File: config.mk
export PLATFORM = sky130hd
export DESIGN_NAME = muldiv_unit
export DESIGN_NICKNAME = d
export VERILOG_FILES = /design/src/rtl/muldiv_pkg.sv /design/src/rtl/muldiv_div_step.sv /design/src/rtl/muldiv_unit.sv
export SDC_FILE = /design/constraint.sdc
export NUM_CORES = 1
export LEC_CHECK = 0
export CORE_MARGIN = 2
export CORE_UTILIZATION = 50
export DETAILED_ROUTE_END_ITERATION = 8
export PLACE_DENSITY = 0.74
export SYNTH_ARGS = -nofsm -noshare
export SYNTH_HDL_FRONTEND = slang
export SYNTH_SLANG_ARGS = --single-unit
File: constraint.sdc
create_clock -name clk_i -period 5.05 [get_ports clk_i]
set_input_delay 1.01 -clock clk_i [delete_from_list [all_inputs] [get_ports clk_i]]
set_output_delay 1.01 -clock clk_i [all_outputs]
set_load 0.01 [all_outputs]
File: src/rtl/muldiv_pkg.sv
// Shared types and op-class masks for the iterative multiply/divide unit.
// Op-class masks are indexed by muldiv_op_t value (bit n describes op n).
package muldiv_pkg;

   typedef enum logic [2:0] {
      OP_MULT  = 3'd0,
      OP_MULTU = 3'd1,
      OP_MADD  = 3'd2,
      OP_MADDU = 3'd3,
      OP_MSUB  = 3'd4,
      OP_MSUBU = 3'd5,
      OP_DIV   = 3'd6,
      OP_DIVU  = 3'd7
   } muldiv_op_t;

   typedef enum logic [2:0] {
      S_IDLE = 3'd0,
      S_MUL  = 3'd1,
      S_DIV  = 3'd2,
      S_FIX  = 3'd3,
      S_DONE = 3'd4
   } muldiv_state_t;

   localparam logic [7:0] SIGNED_OPS = 8'b0101_0101;
   localparam logic [7:0] ACC_OPS    = 8'b0011_1100;
   localparam logic [7:0] SUB_OPS    = 8'b0011_0000;
   localparam logic [7:0] DIV_OPS    = 8'b1100_0000;

endpackage

File: src/rtl/muldiv_div_step.sv
// One restoring-division step: shift in the next dividend bit, trial-subtract the divisor.
module muldiv_div_step #(
   parameter int WIDTH = 32
) (
   input  logic [WIDTH-1:0] rem_i,
   input  logic             dvd_bit_i,
   input  logic [WIDTH-1:0] dsr_i,
   output logic [WIDTH-1:0] rem_o,
   output logic             q_o
);

   logic [WIDTH:0] shifted;
   logic [WIDTH:0] diff;

   // rem_i < dsr_i always holds, so the W+1-bit difference sign is exact
   assign shifted = {rem_i, dvd_bit_i};
   assign diff    = shifted - {1'b0, dsr_i};
   assign q_o     = ~diff[WIDTH];
   assign rem_o   = q_o ? diff[WIDTH-1:0] : shifted[WIDTH-1:0];

endmodule

File: src/rtl/muldiv_unit.sv
// Iterative signed/unsigned multiply(-accumulate) and restoring divide unit.
// Define MULDIV_DIV_EN to build the DIV state; otherwise DIV/DIVU finish in 2 cycles with zeros and div0_o.
module muldiv_unit
   import muldiv_pkg::*;
#(
   parameter int WIDTH = 32,
   parameter int CNT_W = $clog2(WIDTH) + 1
) (
   input  logic          clk_i,
   input  logic          rst_ni,
   input  logic          start_i,
   input  muldiv_op_t    op_i,
   input  logic          flush_i,
   input  logic [WIDTH-1:0] rs_i,
   input  logic [WIDTH-1:0] rt_i,
   input  logic [WIDTH-1:0] hi_i,
   input  logic [WIDTH-1:0] lo_i,
   output logic          ready_o,
   output logic          stall_o,
   output logic          done_o,
   output logic [WIDTH-1:0] hi_o,
   output logic [WIDTH-1:0] lo_o,
   output logic          div0_o,
   output muldiv_state_t dbg_state_o
);

   muldiv_state_t    state;
   logic [CNT_W-1:0] cnt;
   muldiv_op_t       op_q;
   logic [WIDTH-1:0] p_hi, p_lo, mcand, acc_hi, acc_lo;
   logic             neg_p, neg_r, spec_q;

   logic             rs_neg, rt_neg;
   logic [WIDTH-1:0] rs_mag, rt_mag;
   logic [WIDTH:0]   mul_sum;
   logic [WIDTH-1:0] step_rem;
   logic             step_q;
   logic [2*WIDTH-1:0] prod, fix_res;

   assign ready_o     = (state == S_IDLE);
   assign stall_o     = (start_i & ready_o) | ((state != S_IDLE) && (state != S_DONE));
   assign dbg_state_o = state;

   assign rs_neg = SIGNED_OPS[op_i] & rs_i[WIDTH-1];
   assign rt_neg = SIGNED_OPS[op_i] & rt_i[WIDTH-1];
   assign rs_mag = rs_neg ? -rs_i : rs_i;
   assign rt_mag = rt_neg ? -rt_i : rt_i;

   // Multiplier sits in p_lo and shifts out LSB-first while the product fills p_hi:p_lo
   assign mul_sum = {1'b0, p_hi} + (p_lo[0] ? {1'b0, mcand} : {(WIDTH+1){1'b0}});

   muldiv_div_step #(.WIDTH(WIDTH)) u_div_step (
      .rem_i     (p_hi),
      .dvd_bit_i (p_lo[WIDTH-1]),
      .dsr_i     (mcand),
      .rem_o     (step_rem),
      .q_o       (step_q)
   );

`ifndef MULDIV_DIV_EN
   logic unused_div;
   assign unused_div = ^{step_rem, step_q};
`endif

   always_comb begin
      prod    = {p_hi, p_lo};
      if (neg_p) prod = -prod;
      fix_res = prod;
      if (ACC_OPS[op_q])
         fix_res = SUB_OPS[op_q] ? prod - {acc_hi, acc_lo} : prod + {acc_hi, acc_lo};
   end

   always_ff @(posedge clk_i or negedge rst_ni) begin
      if (!rst_ni) begin
         state  <= S_IDLE;
         cnt    <= '0;
         op_q   <= OP_MULT;
         p_hi   <= '0;
         p_lo   <= '0;
         mcand  <= '0;
         acc_hi <= '0;
         acc_lo <= '0;
         neg_p  <= 1'b0;
         neg_r  <= 1'b0;
         spec_q <= 1'b0;
         done_o <= 1'b0;
         div0_o <= 1'b0;
         hi_o   <= '0;
         lo_o   <= '0;
      end else begin
         done_o <= 1'b0;
         if (flush_i) begin
            state <= S_IDLE;
            cnt   <= '0;
         end else begin
            case (state)
               S_IDLE: if (start_i) begin
                  op_q   <= op_i;
                  acc_hi <= hi_i;
                  acc_lo <= lo_i;
                  cnt    <= '0;
                  p_hi   <= '0;
                  p_lo   <= rs_mag;
                  mcand  <= rt_mag;
                  neg_p  <= rs_neg ^ rt_neg;
                  neg_r  <= rs_neg;
                  spec_q <= 1'b0;
                  if (DIV_OPS[op_i]) begin
`ifdef MULDIV_DIV_EN
                     if (rt_i == '0) begin
                        p_hi   <= rs_i;
                        p_lo   <= '1;
                        spec_q <= 1'b1;
                        state  <= S_FIX;
                     end else begin
                        state  <= S_DIV;
                     end
`else
                     p_lo   <= '0;
                     spec_q <= 1'b1;
                     state  <= S_FIX;
`endif
                  end else begin
                     state <= S_MUL;
                  end
               end
               S_MUL: begin
                  p_hi <= mul_sum[WIDTH:1];
                  p_lo <= {mul_sum[0], p_lo[WIDTH-1:1]};
                  cnt  <= cnt + 1'b1;
                  if (cnt == CNT_W'(WIDTH-1)) state <= S_FIX;
               end
`ifdef MULDIV_DIV_EN
               S_DIV: begin
                  p_hi <= step_rem;
                  p_lo <= {p_lo[WIDTH-2:0], step_q};
                  cnt  <= cnt + 1'b1;
                  if (cnt == CNT_W'(WIDTH-1)) state <= S_FIX;
               end
`endif
               S_FIX: begin
                  // spec_q marks results fixed at accept (zero divisor or divider not built)
                  if (spec_q) begin
                     hi_o   <= p_hi;
                     lo_o   <= p_lo;
                     div0_o <= 1'b1;
                  end else if (DIV_OPS[op_q]) begin
                     hi_o   <= neg_r ? -p_hi : p_hi;
                     lo_o   <= neg_p ? -p_lo : p_lo;
                     div0_o <= 1'b0;
                  end else begin
                     hi_o   <= fix_res[2*WIDTH-1:WIDTH];
                     lo_o   <= fix_res[WIDTH-1:0];
                     div0_o <= 1'b0;
                  end
                  done_o <= 1'b1;
                  state  <= S_DONE;
               end
               S_DONE:  state <= S_IDLE;
               default: state <= S_IDLE;
            endcase
         end
      end
   end

endmodule

======== Yosys cells after proc, flatten, opt, wreduce, memory -nomap -nowiden ========
Memories as Yosys holds them, arrays and structs flattened.
Cells that the tools add are included.
storage, ports and cells
  register bits ........................... 241
  ROM bits ................................ 40
  output and inout bits ................... 71
  memories ................................ 5
  input bits .............................. 135
  logic and storage cells ................. 88
cells by class
  equality and inequality tests ........... 7
  magnitude comparators ................... 2
  bitwise gates (word level) .............. 6
  $add $sub $neg .......................... 9
  muxes and demuxes ....................... 34
  reductions and logical operators ........ 10
memory list
  name              words  bits a word  read ports  clocked after Yosys merged registers in  write ports  RTL line            RTL
  (name not given)  8      1            1           0                                        0            muldiv_unit.sv:147  end else if (DIV_OPS[op_q]) begin
  (name not given)  8      1            1           0                                        0            muldiv_unit.sv:108  if (DIV_OPS[op_i]) begin
  (name not given)  8      1            1           0                                        0            muldiv_unit.sv:70   fix_res = SUB_OPS[op_q] ? prod - {acc_hi, acc_lo} : prod + {acc_hi, acc_lo};
  (name not given)  8      1            1           0                                        0            muldiv_unit.sv:69   if (ACC_OPS[op_q])
  (name not given)  8      1            1           0                                        0            muldiv_unit.sv:45   assign rt_neg = SIGNED_OPS[op_i] & rt_i[WIDTH-1];
operators by type and width
  operator                                             count
  2-to-1 mux 32 bit                                    12
  2-to-1 mux 64 bit                                    3
  negator 32 bit                                       4
  case mux 32 bit (2 select lines)                     2
  adder 64 bit                                         1
  negator 64 bit                                       1
  subtractor 64 bit                                    1
  adder 32 x 32 -> 33 bit                              1
  2-to-1 mux 6 bit                                     2
  case mux 6 bit (2 select lines)                      1
  2-to-1 mux 1 bit                                     9
  2-to-1 mux 3 bit                                     3
  != test 3 bit, second input constant                 3
  case mux 3 bit (3 select lines)                      1
  < comparator 3 x 4 -> 1 bit, second input constant   2
  adder 6 x 1 -> 6 bit, second input constant          1
  equality test 6 x 5 -> 1 bit, second input constant  1
  AND reduction 2 bit                                  3
  AND reduction 3 bit                                  2
  nonzero test 3 bit                                   2
  AND 1 bit                                            3
  equality test 3 x 1 -> 1 bit, second input constant  1
  equality test 3 x 2 -> 1 bit, second input constant  1
  zero test 3 bit                                      1
  other kinds (7)                                      7

======== Longest topological paths before layout ========
Gate-level depths: netlist (run 1).
  depth in word-level cells ............... 7
  depth in mapped cells ................... 22

======== Least setup slack after synthesis (run 1) ========
OpenSTA, ideal clock, no wires.
  path type ............................... reg2reg
  from .................................... reg p_lo[12]
  to ...................................... reg hi_o[22]
  data arrival time ....................... 5285 ps
  cell stages (with the launch flop) ...... 20
  setup time .............................. 65 ps
  path buffers ............................ 3
  slack ................................... -299 ps
  period minus slack after synthesis ...... 5349 ps
  path through ............................ dfrtp_1 -> clkbuf_1 -> or4_1 -> nor4_1 -> nand4_1 -> or2_2 -> clkbuf_1 -> o21ai_0 -> xnor2_1 -> ha_1 -> clkbuf_1 -> nand4_1 -> or3_1 -> or3_1 -> o31ai_1 -> o31ai_1 -> o41a_1 -> xor2_1 -> a2111oi_0 -> a21o_1
between the ends
  cells in the longest elaborated chain, start to end .. 7
  elaborated cells on any way between the ends .. 8
  those cells by class .................... add/sub: 3; mux: 5
RTL lines
  what                                               RTL line            RTL
  start, declared                                    muldiv_unit.sv:30   logic [WIDTH-1:0] p_hi, p_lo, mcand, acc_hi, acc_lo;
  start signal, assigned                             muldiv_unit.sv:103  p_lo <= rs_mag;
  start signal, assigned                             muldiv_unit.sv:129  p_lo <= {mul_sum[0], p_lo[WIDTH-1:1]};
  negator 64 bit                                     muldiv_unit.sv:67   if (neg_p) prod = -prod;
  2-to-1 mux 64 bit *                                muldiv_unit.sv:67
  adder 64 bit or subtractor 64 bit (tied branches)  muldiv_unit.sv:70
  2-to-1 mux 64 bit                                  muldiv_unit.sv:70
  2-to-1 mux 64 bit *                                muldiv_unit.sv:69
  2-to-1 mux 32 bit *                                muldiv_unit.sv:147
  2-to-1 mux 32 bit *                                muldiv_unit.sv:143  if (spec_q) begin
  end signal, assigned                               muldiv_unit.sv:144  hi_o <= p_hi;
  end signal, assigned                               muldiv_unit.sv:148  hi_o <= neg_r ? -p_hi : p_hi;
  end signal, assigned                               muldiv_unit.sv:152  hi_o <= fix_res[2*WIDTH-1:WIDTH];
  end, declared                                      muldiv_unit.sv:21   output logic [WIDTH-1:0] hi_o,
Every way passes the cells marked *; elsewhere a longest branch is shown, timed or not.
A chain may end at the register's enable or synchronous reset.

======== Final worst setup path (run 1) ========
  from .................................... reg p_hi[1]
  to ...................................... reg hi_o[31]
between the ends
  cells in the longest elaborated chain, start to end .. 7
  elaborated cells on any way between the ends .. 10
  those cells by class .................... add/sub: 4; mux: 6
RTL lines
  what                                               RTL line            RTL
  start, declared                                    muldiv_unit.sv:30
  start signal, assigned                             muldiv_unit.sv:128  p_hi <= mul_sum[WIDTH:1];
  negator 64 bit                                     muldiv_unit.sv:67
  2-to-1 mux 64 bit                                  muldiv_unit.sv:67
  adder 64 bit or subtractor 64 bit (tied branches)  muldiv_unit.sv:70
  2-to-1 mux 64 bit                                  muldiv_unit.sv:70
  2-to-1 mux 64 bit                                  muldiv_unit.sv:69
  2-to-1 mux 32 bit *                                muldiv_unit.sv:147
  2-to-1 mux 32 bit *                                muldiv_unit.sv:143
Marked as above.

==> out/results.tsv, run 1 <==
stage	metric	value	unit
run_status	outcome	complete, no violations	
floorplan	row cnt	74	
timing	Hold WS	0.472	ns
global_routing	GR Util All Layers	33.6	%
cts	clock latency on the worst-skew pair	0.57	ns
logic_synthesis	Avg Inst Size Synth	7.88	µm²
setup_path	worst-path fanout max	6	
drt	DR WL/cell	21.3	µm
pwr	Pleak	11.2	nW
setup_path	CP endpoint kind	flip-flop	
logic_synthesis	Post-Synthesis Net Count	2862	
global_routing	number of global-route vias before repair	20900	
floorplan	die width	207	µm
timing	clk_skew	0.0161	ns
logic_synthesis	mux cell area share after synthesis	4.09	%
logic_synthesis	ys async rst share	100	%
floorplan	die area	43000	µm²
placement	Placed Area	24600	µm²
logic_synthesis	Netlist cell types	79	
cts	H-tree Lvls	1	
setup_path	reg-to-reg setup timing slack	0.07	ns
logic_synthesis	Synth Area in Adders	6.43	%
setup_path	cells along the critical path	buf_4, or3_1, and4b_2, nand3_1, or3_1, o21ai_0, xnor2_1, ha_1, nand4_1, nor2_2, nand4_1, a211oi_2, a211oi_2, a41o_1, a211oi_2, o211ai_1, mux2i_1, nor2_1	
logic_synthesis	largest family of logic cells by synthesized area	compound AO/OA/AOI/OAI gates	
cts	CTS root buffer	clkbuf_16	
logic_synthesis	Post-synth EDFFs	0	
drt	via count	21300	
finish	final instance area	26000	µm²
drt	post-route ant nets	0	
finish	commonest non-fill, non-tap cell in the layout	nand2_1	
drt	number of remaining DRC errors	0	
timing	Max Fclk	201	MHz
logic_synthesis	Cell Area, Synth	20700	µm²
drt	DRT iter0 DRCs	1949	
cts	CTS tree	yes	
finish	fraction of layout instances using a drive strength above 1	15.4	%
worst_hold_path	Min-Delay Endpoint	lo_o[8]	
setup_path	critical path type	reg2reg	
setup_path	R2R depth	18	
setup_path	slowest CP cell	or3_1	
timing	worst slew pin tran	1.12	ns
setup_path	Worst path most repeated cell	a211oi_2	
setup_path	Worst Path Required	5.51	ns
finish	fin util	63.6	%
timing	RSZ-0062 raised after global routing	yes	
timing	final setup margin	0.0671	ns
timing	relative slew slack	25.0	%
drt	Routed WL	74.4	mm
floorplan	die height	207	µm
logic_synthesis	Syn. warnings	0	
global_routing	initial antenna violation count	0	
logic_synthesis	Synth Area in Compound Gates	24.5	%
logic_synthesis	post-synth top area share	29.1	%
finish	P&R area growth vs syn	25.7	%
logic_synthesis	post-synthesis cell count	2622	
placement	routability congestion estimate	0.974	
placement	DP Worst Slack	-0.155	ns
pwr	pwr dens	605	nW/µm²
global_routing	gr ovfl total	0	
timing	setup TNS	0	ns
setup_path	Slowest Stage Delay on Critical Path	0.47	ns
timing	Tcrit/Tclk final	98.7	%
timing	Final min period	4.98	ns
setup_path	Critical R2R Launch	p_hi[1]	
placement	post-DP HPWL	57.4	mm
logic_synthesis	Post-Synth XOR/XNOR Area	11.4	%
cts	CTS sink count	240	
global_routing	first-pass GRT wire length	115	mm
cts	total CTS buffers	29	
cts	clock tree buffer depth	3	
pwr	VDD IR max	0.426	mV
floorplan	core area	40800	µm²
timing	Max Slew Vio Count	0	
setup_path	reg2reg end	hi_o[31]	
global_routing	largest net degree at the start of global routing	137	
timing	final setup fails	0	
logic_synthesis	leading area contributor after synthesis	dfrtp_1	
setup_path	critical path arrival	5.44	ns
logic_synthesis	#FFs+latches synth	240	
worst_hold_path	worst hold path class	reg2reg	
finish	nets	3177	
drt	drt first pass iters	6	
logic_synthesis	Top FF cell, synth	dfrtp_1	
logic_synthesis	simple-gate portion of the synthesized area	20.0	%
drt	vias per cell	6.10	
floorplan	I/O Pins	206	
worst_hold_path	min-delay src	lo_o[8]	
cts	Clock transition at path regs	0.06	ns
worst_hold_path	worst hold path cell count	1	
timing	Fin. Hold Viols	0	
setup_path	Startpoint Class	flip-flop	
placement	port bufs	205	
finish	commonest cells after routing, fill and taps aside	nand2_1 (277), buf_4 (246), dfrtp_1 (239)	
logic_synthesis	sequential-to-total area share from yosys stat	29.1	%
floorplan	starting density of the core	50.6	%
job	max-cap violations	0	
logic_synthesis	top post-synthesis cells by area	dfrtp_1 (29%), xnor2_1 (8.2%), ha_1 (6.2%)	
finish	diodes inserted	0	
flip-flops by register name, summed over array words and instances (netlist names):
| name | flops |
|---|---|
| p_hi | 32 |
| mcand | 32 |
| acc_hi | 32 |
| neg_r | 1 |
| done_o | 1 |
| hi_o | 32 |
| spec_q | 1 |
| op_q | 2 |
| cnt | 6 |
| p_lo | 32 |
| dbg_state_o | 3 |
| acc_lo | 32 |
| neg_p | 1 |
| lo_o | 32 |
| div0_o | 1 |
critical path: cells and delay by family (launching register included):
family	cells	cell delay, ns
compound gates	6	1.30
simple gates	8	2.19
buf+inv	1	0.17
fa+ha+maj	1	0.41
flops	1	0.38
mux	1	0.20
xor+xnor	1	0.21
layout make-up:
type                    count  area [µm²]
clock buffers              45         866
clock inverters             5        56.3
fillers                  3675       14900
inverters                  69         259
multi-input cells        2142       14100
flip-flops and latches    240        6010
well taps                 532         666
repair buffers            455        3980
cell usage after synthesis, types with 20 or more instances:
cell type	instances
dfrtp_1	240
mux2_2	67
and2_1	45
nor3_1	67
xnor2_1	194
nand3_1	47
a221oi_1	35
or4_1	21
ha_1	103
a21o_1	64
nor2_1	240
inv_1	68
nand2b_1	24
or3_1	38
o21bai_1	20
o211ai_1	34
a211oi_1	22
xor2_1	76
clkbuf_1	158
nand2_1	280
a21oi_1	214
o31ai_1	36
a31oi_1	30
nand4_1	32
o21ai_0	250
logic make-up (layout without fill, tap and decap cells):
kind of cell,Yosys count,count (layout)
flops,240,240
fa+ha+maj,105,105
mux,76,76
simple gates,878,878
buf+inv,240,574
xor+xnor,270,270
compound gates,813,813
report_power, final:
group / internal (mW) / total, mW / switching (mW)
sequential: 2.45 / 2.99 / 0.537
clock: 1.22 / 2.06 / 0.847
combinational: 4.65 / 10.7 / 6.01
metrics by stage:
stage	total power, mW	cells
2_1_floorplan	8.95	2622
3_3_place_gp	13.1	3427
3_5_place_dp	13.2	3427
4_1_cts	15.3	3477
5_1_grt	16.7	3488
6_report	15.7	3488
metal layers:
metal / wire length (µm) / share of wire, % / GRT usage, %
met1: 29300 / 39 / 40.6
met2: 37100 / 50 / 59.7
met3: 3940 / 5.3 / 3.51
met4: 3990 / 5.4 / 16.0
met5: 0 / 0 / 0
worst max path at each step:
stage,slack [ns],end,cells after the start,from
2_1_floorplan,0.01,hi_o[22],20,p_lo[12]
3_3_place_gp,-0.04,hi_o[22],16,p_lo[23]
3_5_place_dp,-0.16,hi_o[22],16,p_lo[23]
4_1_cts,-0.03,hi_o[22],17,p_lo[14]
5_1_grt,-0.04,hi_o[31],19,p_lo[14]
6_report,0.07,hi_o[31],18,p_hi[1]
timing repair:
item,4_1_cts,5_1_grt
gates resized for setup,13,69
buffers inserted,0,11
hold buffers,0,0
pin swaps,1,21
setup endpoints to repair,11,19
Power figures use the tool's default switching activity.
==> inputs of run 2 (changes only) <==
- SYNTH_HIERARCHICAL: unset -> 1
==> results of run 2 <==
The final DEF is identical to that of run 1; final timing and power are the same.
Main changes from that run: Yosys warning count 0 -> 6
